==> src/rtl/flash_tcm_controller.sv <==
// Purpose: Avalon-MM slave driving a strobe-timed 16-bit parallel flash tristate conduit.
// Latency: waitrequest drops 2+SETUP_CYC+WAIT_CYC+HOLD_CYC cycles after sampling, plus grant-wait cycles.
// Backpressure: avs_waitrequest stays high until the single DONE cycle; pin access waits on tcm_grant.
module flash_tcm_controller #(
  parameter int ADDR_W    = 27,
  parameter int DATA_W    = 16,
  parameter int SETUP_CYC = 2,
  parameter int WAIT_CYC  = 6,
  parameter int HOLD_CYC  = 2
) (
  input  logic              clk,
  input  logic              reset,
  input  logic [ADDR_W-1:0] avs_address,
  input  logic              avs_read,
  input  logic              avs_write,
  input  logic [DATA_W-1:0] avs_writedata,
  output logic [DATA_W-1:0] avs_readdata,
  output logic              avs_waitrequest,
  output logic              tcm_request,
  input  logic              tcm_grant,
  output logic [ADDR_W-1:0] tcm_address_out,
  output logic              tcm_read_n_out,
  output logic              tcm_write_n_out,
  output logic              tcm_chipselect_n_out,
  output logic [DATA_W-1:0] tcm_data_out,
  output logic              tcm_data_outen,
  input  logic [DATA_W-1:0] tcm_data_in
);

  // A zero strobe width would never assert the strobe, so it is clamped to one cycle.
  localparam int         WAIT_EFF = (WAIT_CYC < 1) ? 1 : WAIT_CYC;
  localparam logic [7:0] SETUP_LD = 8'(SETUP_CYC - 1);
  localparam logic [7:0] WAIT_LD  = 8'(WAIT_EFF - 1);
  localparam logic [7:0] HOLD_LD  = 8'(HOLD_CYC - 1);

  typedef enum logic [2:0] {
    S_IDLE,
    S_REQ,
    S_SETUP,
    S_ACCESS,
    S_HOLD,
    S_DONE
  } state_t;

  state_t            r_state;
  state_t            w_state_nxt;
  logic [7:0]        r_cnt;
  logic [7:0]        w_cnt_nxt;
  logic              w_latch;
  logic              w_capture;
  logic              w_on_pins;
  logic              r_is_wr;

  logic [DATA_W-1:0] r_readdata;
  logic              r_waitreq;
  logic              r_request;
  logic [ADDR_W-1:0] r_addr;
  logic              r_rd_n;
  logic              r_wr_n;
  logic              r_cs_n;
  logic [DATA_W-1:0] r_dout;
  logic              r_outen;

  // State register and the shared phase down-counter.
  always_ff @(posedge clk or posedge reset) begin
    if (reset) begin
      r_state <= S_IDLE;
      r_cnt   <= 8'd0;
    end else begin
      r_state <= w_state_nxt;
      r_cnt   <= w_cnt_nxt;
    end
  end

  // Next-state logic: each timed phase loads N-1 on entry and exits when the count hits zero.
  always_comb begin
    w_state_nxt = r_state;
    w_cnt_nxt   = r_cnt;
    w_latch     = 1'b0;
    w_capture   = 1'b0;
    case (r_state)
      S_IDLE: begin
        if (avs_read || avs_write) begin
          w_latch     = 1'b1;
          w_state_nxt = S_REQ;
        end
      end
      S_REQ: begin
        if (tcm_grant) begin
          if (SETUP_CYC > 0) begin
            w_state_nxt = S_SETUP;
            w_cnt_nxt   = SETUP_LD;
          end else begin
            w_state_nxt = S_ACCESS;
            w_cnt_nxt   = WAIT_LD;
          end
        end
      end
      S_SETUP: begin
        if (r_cnt == 8'd0) begin
          w_state_nxt = S_ACCESS;
          w_cnt_nxt   = WAIT_LD;
        end else begin
          w_cnt_nxt = r_cnt - 8'd1;
        end
      end
      S_ACCESS: begin
        if (r_cnt == 8'd0) begin
          w_capture = !r_is_wr;
          if (HOLD_CYC > 0) begin
            w_state_nxt = S_HOLD;
            w_cnt_nxt   = HOLD_LD;
          end else begin
            w_state_nxt = S_DONE;
          end
        end else begin
          w_cnt_nxt = r_cnt - 8'd1;
        end
      end
      S_HOLD: begin
        if (r_cnt == 8'd0) begin
          w_state_nxt = S_DONE;
        end else begin
          w_cnt_nxt = r_cnt - 8'd1;
        end
      end
      S_DONE: begin
        w_state_nxt = S_IDLE;
      end
      default: begin
        w_state_nxt = S_IDLE;
      end
    endcase
  end

  // The pins are owned (cs low) through setup, strobe and hold.
  assign w_on_pins = (w_state_nxt == S_SETUP) || (w_state_nxt == S_ACCESS) ||
                     (w_state_nxt == S_HOLD);

  // Outputs decoded from the next state so every pin and avs output comes straight from a flop.
  always_ff @(posedge clk or posedge reset) begin
    if (reset) begin
      r_is_wr    <= 1'b0;
      r_readdata <= '0;
      r_waitreq  <= 1'b1;
      r_request  <= 1'b0;
      r_addr     <= '0;
      r_rd_n     <= 1'b1;
      r_wr_n     <= 1'b1;
      r_cs_n     <= 1'b1;
      r_dout     <= '0;
      r_outen    <= 1'b0;
    end else begin
      if (w_latch) begin
        r_is_wr <= avs_write;
        r_addr  <= avs_address;
        if (avs_write) begin
          r_dout <= avs_writedata;
        end
      end
      if (w_capture) begin
        r_readdata <= tcm_data_in;
      end
      r_waitreq <= (w_state_nxt != S_DONE);
      r_request <= (w_state_nxt == S_REQ) || w_on_pins;
      r_cs_n    <= !w_on_pins;
      r_rd_n    <= !((w_state_nxt == S_ACCESS) && !r_is_wr);
      r_wr_n    <= !((w_state_nxt == S_ACCESS) && r_is_wr);
      r_outen   <= w_on_pins && r_is_wr;
    end
  end

  assign avs_readdata         = r_readdata;
  assign avs_waitrequest      = r_waitreq;
  assign tcm_request          = r_request;
  assign tcm_address_out      = r_addr;
  assign tcm_read_n_out       = r_rd_n;
  assign tcm_write_n_out      = r_wr_n;
  assign tcm_chipselect_n_out = r_cs_n;
  assign tcm_data_out         = r_dout;
  assign tcm_data_outen       = r_outen;

endmodule

==> config.mk <==
export PLATFORM = sky130hd
export DESIGN_NAME = flash_tcm_controller
export DESIGN_NICKNAME = d
export VERILOG_FILES = /design/src/rtl/flash_tcm_controller.sv
export SDC_FILE = /design/constraint.sdc
export NUM_CORES = 1
export LEC_CHECK = 0
export ABC_AREA = 0
export BUFFER_PORTS_ARGS = -buffer_cell sky130_fd_sc_hd__clkbuf_2
export CORE_ASPECT_RATIO = 1.2
export CORE_UTILIZATION = 52
export DETAILED_ROUTE_END_ITERATION = 12
export PLACE_DENSITY_LB_ADDON = 0.2
export SLEW_MARGIN = 20
export SYNTH_ARGS = -nofsm -noshare
export SYNTH_HDL_FRONTEND = slang
export SYNTH_SLANG_ARGS = --single-unit
==> constraint.sdc <==
create_clock -name clk -period 4.55 [get_ports clk]
set_input_delay 0.455 -clock clk [delete_from_list [all_inputs] [get_ports clk]]
set_output_delay 0.455 -clock clk [all_outputs]
set_load 0.01 [all_outputs]
==> run metrics, run 1 <==
number of top-level pins 129; total negative slack 0 ns; area leader, netlist dfrtp_1; Setup WS post-layout 2.28 ns; share of the core filled with cells in the final layout 69.0%; crit path launch type flop; Chip Width 74.3 µm; RSZ-0062 raised after global routing no; sequence of cells on the critical path nor3_1 -> o21a_1 -> buf_8 -> mux2_2; outcome finished, final reports clean; number of gates given a new drive strength after cts 0; maximum cell stage delay along the critical path 0.71 ns; portion of the clock cycle consumed by the worst path in the final layout 49.9%; number of setup buffers added after CTS 0; number of buffers created by CTS 9; share of synthesized area occupied by flip-flops and latches about three fifths; Clock Latency Late Sink 0.34 ns; number of maximum-capacitance violations 0; worst clock skew 0.00825 ns; P_int 1.04 mW; layout cells sized above 1 59.5%; highest net fanout along the worst path 17; net count after synthesis 295; maximum count of clock buffers along a single path 2; leakage power 2.25 nW; wire length of the first global-routing pass a little over 10 mm; count of input and output buffers 128; wirelength, routed 6.63 mm; Critical Setup Path Class flop to flop; clock tree root buffer cell clkbuf_8; cell row count 31; hold violation total from the final report 0; aggregate global routing overflow 0; Critical Path End Type flop; total of flip-flops plus latches after synthesis 77; critical path required time 4.77 ns; DRC viols 0; ys async rst share 100%; final weighted congestion in routability-driven placement 0.845; total number of vias approximately 2300; count of inserted antenna diode cells 0; fraction of post-synthesis cell area in the top cell type by area a little under three fifths; count of flip-flops with a built-in enable after synthesis 0; Max VDD drop 0.000200 V; sequential cell fraction of total power 53.1%; fraction of power spent switching nets between 20% and 30%; core region area a little over 0.006 mm²; power per standard cell area 314 mW/mm²; total die area ~0.0066 mm²; Slew Limit Headroom 46.5%; final net count about 430; number of levels the H-tree was split into 3; Final Hold Slack approximately 0.14 ns; Max Clock Freq 441 MHz; combinational share of power about 4.6%; actual slew at the worst max-slew pin 0.803 ns; clock power share 42.3%; shortest clock period the worst path allows after layout 2.27 ns; length of the first detailed-routing pass in iterations 4; Yosys Warn Count 0; slowest cell on the critical path o21a_1; most instantiated flip-flop cell in the synthesis netlist dfrtp_1; summed instance area of the synthesized netlist between 0.003 and 0.004 mm²; initial core utilization 53.9%; Syn Area/Cell 14.2 µm²; Syn Inst Count ~230; Post-synth top cells dfrtp_1 (73), mux2_2 (50), mux2_4 (10), inv_1 (7); class of the worst hold path input port to asynchronous set/reset pin; Syn-to-layout area delta 28.1%; Starting DRT DRC Count 138; Unique masters post-synth 44; net switching power 0.266 mW; most frequent cell after synthesis dfrtp_1; antenna-violating nets left 0; final HPWL from detailed placement ~5 mm; hold-fix buffer count after cts 0; CTS sink cnt 77; overall global routing resource usage a little over a fifth; arrival time at the worst endpoint 2.49 ns; vias in the first global route 2210; main area contributors after synthesis dfrtp_1 (56%), mux2_2 (17%), mux2_4 (4.6%), dfstp_2 (3.2%), buf_2 (0.92%); post-CTS clock slew at the launch and capture registers of the worst setup and hold paths ~0.08 ns; number of fill cells 471; Setup WS pre-CTS between 2 and 2.5 ns; number of slew-limit violations in the final report 0; post-detailed-route via-to-cell ratio 5.16; total setup violations reported at the end of the flow 0; initial antenna violation count 0; CTS tree built; pin count of the biggest net entering global routing between 50 and 60; Vert. Die Dim 88.8 µm; wire per inst 14.9 µm
-- sequential cells by signal, summed over array words and instances, names as in the netlist --
| name | cells |
|---|---|
| r_cnt | 8 |
| r_is_wr | 1 |
| r_state | 3 |
| tcm_write_n_out | 1 |
| tcm_data_outen | 1 |
| avs_readdata | 16 |
| tcm_request | 1 |
| tcm_data_out | 16 |
| tcm_address_out | 27 |
| avs_waitrequest | 1 |
| tcm_chipselect_n_out | 1 |
| tcm_read_n_out | 1 |
-- area by class of cell --
cell class                 instances  area, µm²  share of cell area, %
inverter                           7       26.3                  0.629
multi-input combinational        134       1240                   29.7
tap                               82        103                   2.46
timing repair buffer             130        663                   15.9
clock inverter                     4       72.6                   1.74
clock buffer                      11        141                   3.38
sequential                        77       1930                   46.2
-- per-layer routing --
layer	GRT usage, %	part of all wire [%]	up-vias	wire length (µm)
met1	26.2	39	1112	2570
li1	-	-	1079	-
met5	0	0	-	0
met2	33.7	52	87	3470
met4	11.3	3.1	0	204
met3	6.04	5.8	19	385
-- layout by cell type (no fill, tap or decap), types with 3 or more instances in the layout --
cell / instances
o211ai_1: 3
nor2b_1: 3
clkbuf_8: 10
nand3_1: 6
a21o_1: 4
nor2_1: 6
dfrtp_1: 73
a22o_1: 3
inv_1: 6
a21oi_1: 5
dfstp_2: 4
mux2_2: 50
mux2i_1: 3
clkbuf_2: 128
o21ai_0: 3
nand2_1: 6
mux2_4: 10
-- per-stage QoR --
| stage | instance area (µm²) | total power [mW] | instances |
|---|---|---|---|
| 2_1_floorplan | 3260 | 0.731 | 229 |
| 3_3_place_gp | 3950 | 0.768 | 429 |
| 3_5_place_dp | 3960 | 0.770 | 430 |
| 4_1_cts | 4180 | 1.32 | 445 |
| 5_1_grt | 4180 | 1.35 | 445 |
| 6_report | 4180 | 1.31 | 445 |
-- power by group through the flow --
stage	Combinational [mW]	Clock, mW	Sequential (mW)
floorplan	0.0192	0	0.712
global placement	0.0603	0	0.708
detailed placement	0.0616	0	0.709
CTS	0.0623	0.564	0.695
global route	0.0683	0.589	0.696
finish	0.0603	0.554	0.695
-- kinds of logic after synthesis --
family,count (synthesis),share of synthesized area [%]
mux,63,22.8
simple gates,36,6.94
xor+xnor,1,0.269
flops,77,59.2
buf+inv,18,2.76
fa+ha+maj,2,0.767
compound gates,32,7.25
-- path summary, 6_finish.rpt --
| kind | from | end | slack (ns) | cells after the start |
|---|---|---|---|---|
| max | r_state[2] | tcm_address_out[12] | 2.28 | 4 |
| min | reset | tcm_address_out[26] | 0.14 | 2 |
| min reg2reg | tcm_data_out[9] | tcm_data_out[9] | 0.51 | 1 |
| max reg2reg | r_state[2] | tcm_address_out[12] | 2.28 | 4 |
| max in group asynchronous | reset | tcm_data_out[9] | 3.40 | 3 |
| min in group clk | avs_address[11] | tcm_address_out[11] | 0.34 | 2 |
-- worst max-delay path: cells and delay by family (launching register included) --
kind            cells  cell delay, ns
mux                 1            0.35
flops               1            0.51
buf+inv             1            0.23
compound gates      1            0.71
simple gates        1            0.34
No activity file was read; power rests on OpenSTA's default activity.
==> run 2, diff against run 1 <==
--- a/config.mk
+++ b/config.mk
@@ -8,7 +8,7 @@
 export ABC_AREA = 0
 export BUFFER_PORTS_ARGS = -buffer_cell sky130_fd_sc_hd__clkbuf_2
 export CORE_ASPECT_RATIO = 1.2
-export CORE_UTILIZATION = 52
+export CORE_UTILIZATION = 44
 export DETAILED_ROUTE_END_ITERATION = 12
 export PLACE_DENSITY_LB_ADDON = 0.2
 export SLEW_MARGIN = 20
==> constraint.sdc (replaced) <==
create_clock -name clk -period 1.8 [get_ports clk]
set_input_delay 0.18 -clock clk [delete_from_list [all_inputs] [get_ports clk]]
set_output_delay 0.18 -clock clk [all_outputs]
set_load 0.01 [all_outputs]
==> run 2 against run 1 <==
- the flow now finishes with violations (negative setup slack)
- critical path depth is 1 higher
- non-clock buffer count up 33
- flip-flop and latch count unchanged
- cell count increased by 9.4%
- register-to-register slack lost 2.3 ns
- routed wire length rose by 10%
- setup slack got worse by 2.3 ns
- hold slack lost 0.088 ns
- critical path type unchanged
- largest power group unchanged
- highest routed layer unchanged
==> run metrics, run 2 (synthesized netlist as in run 1, its figures left out) <==
Critical Setup Path Class flop to flop; number of levels the H-tree was split into 3 (unchanged); Final Instance Area 0.00459 mm² (+9.8%); total number of vias 2465 (+7.3%); Post-DP Area 0.00422 mm² (+6.3%); share of the core filled with cells in the final layout 63.4% (-5.6 points); actual slew at the worst max-slew pin 0.501 ns (-0.302 ns); vias in the first global route 2384 (+7.9%); wire length of the first global-routing pass 11.1 mm (+8.7%); cell row count 34 (+9.7%); pin count of the biggest net entering global routing 37 (-29%); Max VDD drop 0.000410 V (+110%); initial antenna violation count 0 (unchanged); Clock Latency Late Sink 0.35 ns (about the same); total setup violations reported at the end of the flow 14 (+14); arrival time at the worst endpoint 2.07 ns (-0.42 ns); Setup WS pre-CTS -0.0439 ns (-2.35 ns); CTS tree built; number of slew-limit violations in the final report 0 (unchanged); Max Clock Freq 546 MHz (+24%); Vert. Die Dim 96.3 µm (+8.5%); clock tree root buffer cell clkbuf_8; number of buffers created by CTS 9 (unchanged); hold violation total from the final report 0 (unchanged); wirelength, routed 7.31 mm (+10%); number of top-level pins 129 (unchanged); most common cell after layout, fill and taps aside clkbuf_2; initial core utilization 45.1% (-8.8 points); amount of wire on met2 after detailed routing 3.82 mm (+10%); Critical Path End Type flop; RSZ-0062 raised after global routing yes; count of inserted antenna diode cells 0 (unchanged); met3 wire length 413 µm (+7.3%); max reg flops 27 (unchanged); M1 wire length 2.93 mm (+14%); shortest clock period the worst path allows after layout 1.83 ns (-0.439 ns); DRC viols 0 (unchanged); post-detailed-route via-to-cell ratio 5.06 (-1.9%); hold path endpoint tcm_address_out[3]; maximum count of clock buffers along a single path 2 (unchanged); power per standard cell area 726 mW/mm² (+130%); Slew Limit Headroom 66.5% (+20 points); overall global routing resource usage 19.5% (-1.7 points); aggregate global routing overflow 0 (unchanged); antenna-violating nets left 0 (unchanged); Final Hold Slack 0.0554 ns (-0.0876 ns); start point of the worst min-delay path avs_address[3]; Critical R2R Capture avs_readdata[9]; leakage power 2.45 nW (+9.0%); post-CTS clock slew at the launch and capture registers of the worst setup and hold paths 0.09 ns (about the same); layout cells sized above 1 65.7% (+6.2 points); Chip Width 80.6 µm (+8.5%); Setup WS post-layout -0.0300 ns (-2.31 ns); violated checks negative setup slack; total negative slack -0.258 ns (-0.258 ns); highest metal used met4; final HPWL from detailed placement 5.33 mm (+8.1%); Starting DRT DRC Count 131 (-5.1%); minimum setup slack among reg-to-reg paths -0.03 ns (-2.31 ns); Crit Reg-Reg Startpoint r_cnt[3]; final net count 458 (+7.8%); r2r worst-path depth 5 (+1); top library cells by usage in the layout, fill and taps aside clkbuf_2 (128), dfrtp_1 (72), mux2_2 (50); class of the worst hold path input port to flop; final weighted congestion in routability-driven placement 0.872 (+3.2%); CTS sink cnt 77 (unchanged); outcome finished with violations; instance count along the most critical hold path 2; length of the first detailed-routing pass in iterations 5 (+1); Syn-to-layout area delta 40.6%; number of maximum-capacitance violations 0 (unchanged); portion of the clock cycle consumed by the worst path in the final layout 102% (+52 points); count of input and output buffers 128 (unchanged); total die area 0.00776 mm² (+18%); critical path required time 2.04 ns (-2.73 ns); highest net fanout along the worst path 8 (-9); wire per inst 15.0 µm (+0.76%); worst clock skew 0.00995 ns (+0.00170 ns); core region area 0.00723 mm² (+20%); crit path launch type flop
run 2: cell types whose count changed in the layout (fill, tap and decap cells not counted), sizes merged:
cell         before  now
buf               2   34
bufinv            2    1
clkinvlp          1    2
dlygate4sd3       0    1
inv               7    8
run 2: worst max-delay path: stages (launching register included):
cell	delay [ns]
dfrtp_1	0.40
or4_4	0.59
nor2_8	0.14
nand3_4	0.11
buf_12	0.17
mux2_4	0.30
run 2: routing by layer:
| metal | track usage (%) | up-vias |
|---|---|---|
| met5 | 0 | - |
| met4 | 9.08 | 0 |
| met3 | 5.21 | 14 |
| met2 | 33.5 | 87 |
| met1 | 22.6 | 1214 |
| li1 | - | 1150 |
run 2: repair_timing:
action	in CTS	in global routing
setup endpoints to repair	16	50
hold buffers	1	0
resized for setup	7	6
endpoints found under the hold margin	20	0
buffers inserted	5	2
gates cloned	1	0
pin swaps	4	4
run 2: through the flow:
stage | cells | total power, mW
finish | 487 | 3.33
global route | 487 | 3.47
CTS | 485 | 3.37
detailed placement | 462 | 1.95
global placement | 462 | 1.95
floorplan | 229 | 1.85
run 2: area by class of cell:
class / count / area (µm²)
clock buffer: 11 / 151
clock inverter: 5 / 66.3
fill: 613 / 2650
inverter: 7 / 30.0
multi-input combinational: 134 / 1310
sequential: 77 / 1930
tap: 90 / 113
timing repair buffer: 163 / 983
run 2: how the worst max path moves through the flow:
stage | startpoint | end | slack [ns] | cells past startpoint
after global placement | r_cnt[1] | avs_readdata[1] | -0.01 | 7
after CTS | r_cnt[3] | avs_readdata[9] | -0.03 | 5
after global routing | r_cnt[0] | avs_readdata[7] | -0.08 | 7
final | r_cnt[3] | avs_readdata[9] | -0.03 | 5
after detailed placement | r_cnt[1] | avs_readdata[9] | -0.04 | 7
after floorplan | r_cnt[0] | avs_readdata[0] | -0.16 | 8
run 2: power by group:
group	switching (mW)	internal [mW]	leakage [nW]	total [mW]
sequential	0.0104	1.75	1.00	1.76
clock	0.677	0.734	0.108	1.41
combinational	0.0729	0.0874	1.35	0.160
